==> src/rtl/vx_execute_arb.sv <==
// vx_execute_arb
// Packet-aware arbiter that feeds one execute port from NUM_REQS requesters.
// Requesters that are not inside a packet are served round-robin. Once a
// multi-beat packet opens, its owner holds the port until the beat marked
// eop is accepted, so packets are never interleaved. A single registered
// output stage carries the granted beat downstream. A sticky flag reports
// sop/eop framing violations, and the beat that caused it is still forwarded.

`ifndef LOG2UP
`define LOG2UP(x) (((x) > 1) ? $clog2(x) : 1)
`endif

module vx_execute_arb #(
    parameter int  NUM_REQS   = 4,
    parameter int  DATA_WIDTH = 256,
    localparam int REQ_SEL_W  = `LOG2UP(NUM_REQS)
) (
    input  logic                           clk,
    input  logic                           reset,
    input  logic [NUM_REQS-1:0]            valid_in,
    input  logic [NUM_REQS*DATA_WIDTH-1:0] data_in,
    input  logic [NUM_REQS-1:0]            sop_in,
    input  logic [NUM_REQS-1:0]            eop_in,
    output logic [NUM_REQS-1:0]            ready_in,
    output logic                           valid_out,
    output logic [DATA_WIDTH-1:0]          data_out,
    output logic                           sop_out,
    output logic                           eop_out,
    output logic [REQ_SEL_W-1:0]           sel_out,
    input  logic                           ready_out,
    output logic                           proto_err
);

    typedef enum logic {
        ST_IDLE   = 1'b0,   // no packet open, round-robin grant
        ST_LOCKED = 1'b1    // packet open, only the owner is granted
    } state_t;

    state_t               state;
    logic [REQ_SEL_W-1:0] owner;
    logic [REQ_SEL_W-1:0] rr_ptr;

    // The output register can take a new beat when it is empty or draining.
    logic                 load;

    // Round-robin search result.
    int                   rr_cand;
    logic [REQ_SEL_W-1:0] rr_cand_idx;
    logic                 rr_found;
    logic [REQ_SEL_W-1:0] rr_idx;

    // Grant for this cycle and the fields of the granted beat.
    logic                  grant_valid;
    logic [REQ_SEL_W-1:0]  grant_idx;
    logic                  accept;
    logic                  acc_sop;
    logic                  acc_eop;
    logic [DATA_WIDTH-1:0] acc_data;
    logic [REQ_SEL_W-1:0]  rr_next;

    assign load = !valid_out || ready_out;

    // Find the first valid requester at or after rr_ptr, wrapping at NUM_REQS.
    // NOTE: every always_comb output gets a default before any branch, so no
    // path can leave it unassigned and infer a latch.
    always_comb begin
        rr_cand     = 0;
        rr_cand_idx = '0;
        rr_found    = 1'b0;
        rr_idx      = '0;
        for (int k = 0; k < NUM_REQS; k++) begin
            rr_cand     = (int'(rr_ptr) + k) % NUM_REQS;
            rr_cand_idx = REQ_SEL_W'(rr_cand);
            if (!rr_found && valid_in[rr_cand_idx]) begin
                rr_found = 1'b1;
                rr_idx   = rr_cand_idx;
            end
        end
    end

    // Pick the granted requester: the owner while locked, the round-robin winner otherwise.
    always_comb begin
        grant_valid = 1'b0;
        grant_idx   = '0;
        if (state == ST_LOCKED) begin
            grant_idx   = owner;
            grant_valid = valid_in[owner];
        end else begin
            grant_idx   = rr_idx;
            grant_valid = rr_found;
        end
    end

    // A beat moves only when the output stage can load and reset is not active.
    assign accept = grant_valid && load && !reset;

    // Route the granted requester's payload and markers toward the output stage.
    always_comb begin
        acc_data = '0;
        for (int i = 0; i < NUM_REQS; i++) begin
            if (grant_idx == REQ_SEL_W'(i)) begin
                acc_data = data_in[i*DATA_WIDTH +: DATA_WIDTH];
            end
        end
    end

    assign acc_sop = sop_in[grant_idx];
    assign acc_eop = eop_in[grant_idx];
    assign rr_next = (int'(grant_idx) == NUM_REQS - 1) ? '0 : grant_idx + 1'b1;

    // Handshake back to the requesters: at most the granted one sees ready.
    always_comb begin
        ready_in = '0;
        if (accept) begin
            ready_in[grant_idx] = 1'b1;
        end
    end

    // Packet framing FSM with round-robin pointer and sticky protocol flag.
    // NOTE: sequential state uses non-blocking assignments only, so every
    // register samples the pre-edge values regardless of statement order.
    always_ff @(posedge clk) begin
        if (reset) begin
            state     <= ST_IDLE;
            owner     <= '0;
            rr_ptr    <= '0;
            proto_err <= 1'b0;
        end else if (accept) begin
            if (acc_eop) begin
                rr_ptr <= rr_next;
            end
            case (state)
                ST_IDLE: begin
                    if (!acc_sop) begin
                        proto_err <= 1'b1;
                    end
                    if (acc_sop && !acc_eop) begin
                        state <= ST_LOCKED;
                        owner <= grant_idx;
                    end
                end
                ST_LOCKED: begin
                    if (acc_sop) begin
                        proto_err <= 1'b1;
                    end
                    if (acc_eop) begin
                        state <= ST_IDLE;
                    end
                end
            endcase
        end
    end

    // Output stage control: load on acceptance, drain when downstream takes the beat.
    always_ff @(posedge clk) begin
        if (reset) begin
            valid_out <= 1'b0;
            sop_out   <= 1'b0;
            eop_out   <= 1'b0;
            sel_out   <= '0;
        end else if (load) begin
            valid_out <= accept;
            if (accept) begin
                sop_out <= acc_sop;
                eop_out <= acc_eop;
                sel_out <= grant_idx;
            end
        end
    end

    // Output payload register, written only when a beat is accepted.
    // NOTE: the wide payload is deliberately left out of reset; it is only
    // meaningful while valid_out is set, and skipping reset keeps it a plain
    // enable flop.
    always_ff @(posedge clk) begin
        if (accept) begin
            data_out <= acc_data;
        end
    end

    // Sanity checks on the arbiter's own handshake behaviour.
    a_ready_onehot: assert property (@(posedge clk) disable iff (reset)
        $onehot0(ready_in));

    a_ready_needs_load: assert property (@(posedge clk) disable iff (reset)
        (|ready_in) |-> load);

    a_hold_when_stalled: assert property (@(posedge clk) disable iff (reset)
        (valid_out && !ready_out) |=> (valid_out && $stable(data_out) &&
            $stable(sel_out) && $stable(sop_out) && $stable(eop_out)));

endmodule

==> config.mk <==
export PLATFORM = sky130hd
export DESIGN_NAME = vx_execute_arb
export DESIGN_NICKNAME = d
export VERILOG_FILES = /design/src/rtl/vx_execute_arb.sv
export SDC_FILE = /design/constraint.sdc
export NUM_CORES = 1
export LEC_CHECK = 0
export ABC_CLOCK_PERIOD_IN_PS = 12500
export CELL_PAD_IN_SITES_DETAIL_PLACEMENT = 2
export CELL_PAD_IN_SITES_GLOBAL_PLACEMENT = 2
export CORE_AREA = 5 5 507 509
export DETAILED_ROUTE_END_ITERATION = 12
export DIE_AREA = 0 0 512 514
export PLACE_DENSITY_LB_ADDON = 0.1
export SLEW_MARGIN = 20
export SYNTH_ARGS = -nofsm -noshare
export SYNTH_HDL_FRONTEND = slang
export SYNTH_SLANG_ARGS = --single-unit
==> constraint.sdc <==
create_clock -name clk -period 12.5 [get_ports clk]
set_input_delay 1.875 -clock clk [delete_from_list [all_inputs] [get_ports clk]]
set_output_delay 1.875 -clock clk [all_outputs]
set_load 0.03 [all_outputs]
==> impl_metrics.toml <==
[status]
status = "finished clean"

[timing]
final_hold_viol_count = 0
setup_ws_ps = 5300
period_minus_slack_ps = 7200
rsz0062_at_grt = "no"
relSlewSlack_pct = 32.0
setup_viol = 0
fmax_mhz = 139
clock_skew_ps = 21.1
tns_ps = 0
period_share_pct = 57.6
drv_slew = 0
worst_pin_slew_ps = 1020

[final_layout]
final_common_cell = "clkdlybuf4s50_1"
fill_cells = 29200
drive_gt1_share_pct = 3.63
final_cell_mix = "clkdlybuf4s50_1 (1304), nand2_1 (269), a21oi_1 (263)"
multi_input_area_mm2 = 0.00699
area_growth_pct = 120
regArea_mm2 = 0.00791
stdcell_count = 6473
fin_nets = 4065

[cts]
clk_pin_slew_ps = 60
cts-root-buf = "clkbuf_16"
hold_buffers = 0
clock_sinks = 267
cts_setup_buffers = 0
clock_path_buffers = 3
tritoncts = "yes"
htree_levels = 2
clk_latency_ps = 650
cts_inserted_buffers = 49
cts_resized = 0

[synthesis]
syn_avg_cell_area_um2 = 8.58
yosysWarnings = 0
synth_edf_count = 256
synth-seq-cells = 267
ys.flop_type = "edfxtp_1"
synth_nets = 2854
synth_seq_area_share_pct = 50.9
syn_inst = 1811
syn_area_mm2 = 0.0155
synthArstFlopShare_pct = 0
yosysUniqueCellTypes = 39

[global_routing]
grt_pass1_vias = 22200
track_usage_pct = 12.9
grt_first_pass_wirelength_um = 227000
antenna_found_initial = 131
grt-ovfl-total = 0
grt_start_max_net_pins = 126

[critical_path]
cp.arrival_ps = 5330
worstPathRequired_ps = 10620
start_kind = "input pin"
path_max_fanout = 51
cp-end-kind = "output pin"
crit_type = "in -> out"

[die]
chipHeight_um = 514
die_area_mm2 = 0.263
start_util_pct = 6.16
rows = 185
core-area_mm2 = 0.253
ioPinCount = 1305
die_w_um = 512

[detailed_routing]
wl_um = 177000
drcViolationCount = 0
wire_per_inst_um = 27.3
first_pass_iters = 4
route.vias.total = 19900
antenna_left = 0
routed_via_density = 3.08
drtIter0Drc = 724

[placement]
dp.cells = 6337
globalplace.congestion = 0.759
portBuffers = 1304
hpwl_um = 147000
dp_slack_ps = 5150

[power_and_ir_drop]
p_leak_nw = 11.0
ir_drop_uv = 88.4
powerDensity_mw_per_mm2 = 164
finalPower_mw = 5.60

[min_path]
hold_class = "reg -> reg"

[flow_run]
cap_violations = 0
[layout make-up]
| class | instances | area share (%) |
|---|---|---|
| Timing Repair Buffer | 1334 | 39.0 |
| Clock buffer | 62 | 3.85 |
| Multi-Input combinational cell | 1359 | 20.4 |
| Sequential cell | 267 | 23.1 |
| Tap cell | 3366 | 12.3 |
| Antenna cell | 49 | 0.359 |
| Inverter | 11 | 0.143 |
| Clock inverter | 25 | 0.776 |
[report_power, final]
group,total (mW),internal (mW),switching [mW]
registers,1.41,1.32,0.0843
logic,2.77,0.993,1.78
clock network,1.42,0.843,0.582
total,5.60,3.16,2.44
[routing by layer]
metal	track usage, %	vias to the layer above	share of wire [%]
li1	-	9164	-
met3	8.19	249	13
met2	22.7	884	50
met1	12.6	9512	35
met5	0	-	0.46
met4	3.06	130	2.0
[stage by stage]
stage | hold slack (ps) | cell area (um^2) | utilization (%)
2_1_floorplan | 529 | 15500 | -
3_3_place_gp | 455 | 32500 | 12.9
3_5_place_dp | 469 | 32500 | 12.9
4_1_cts | 481 | 34100 | 13.5
5_1_grt | 499 | 34100 | 13.5
6_report | 472 | 34200 | 13.5
[cells by family (layout without fill, tap and decap cells)]
logic type	Yosys count	after routing	synth area share (%)
other cells	0	49	0
fa+ha+maj	4	4	0.322
mux	3	3	0.274
buf+inv	185	1432	4.48
flops	267	267	50.9
simple gates	554	554	13.8
compound gates	798	798	30.3
[final timing paths]
| check | startpoint | end | slack, ps | cells past startpoint |
|---|---|---|---|---|
| min reg2reg | eop_out | eop_out | 470 | 2 |
| max reg2reg | rr_ptr[0] | data_out[131] | 7200 | 13 |
| max | valid_in[1] | ready_in[3] | 5300 | 9 |
| min | eop_out | eop_out | 470 | 2 |
[synth_stat cells (all sizes together), types with 2 or more instances]
cell type / instances / area, um^2
nand3: 10 / 50.1
a211oi: 2 / 25.0
o21ai: 258 / 1290
nor2: 261 / 980
a21o: 3 / 22.5
o211ai: 2 / 15.0
a22oi: 255 / 1910
nor2b: 2 / 12.5
a21oi: 263 / 1320
o41ai: 2 / 17.5
buf: 33 / 126
o2111ai: 2 / 17.5
a31oi: 2 / 12.5
inv: 11 / 41.3
nand2: 269 / 1010
clkbuf: 141 / 529
dfxtp: 11 / 220
mux2i: 2 / 20.0
and2: 5 / 31.3
a221oi: 2 / 17.5
edfxtp: 256 / 7690
ha: 4 / 50.1
[flip-flops by register name, indices dropped and copies added (netlist names)]
name and flops:
data_out 256, owner 2, rr_ptr 2, sel_out 2
eop_out 1, proto_err 1, sop_out 1, state 1
valid_out 1
[critical path: stages]
cell,delay (ps)
clkdlybuf4s50_1,520
inv_1,70
a221oi_1,630
or2_1,270
a21oi_1,240
inv_1,240
ha_4,580
and2_1,210
clkdlybuf4s50_1,670
(Power assumes the default switching activity.)
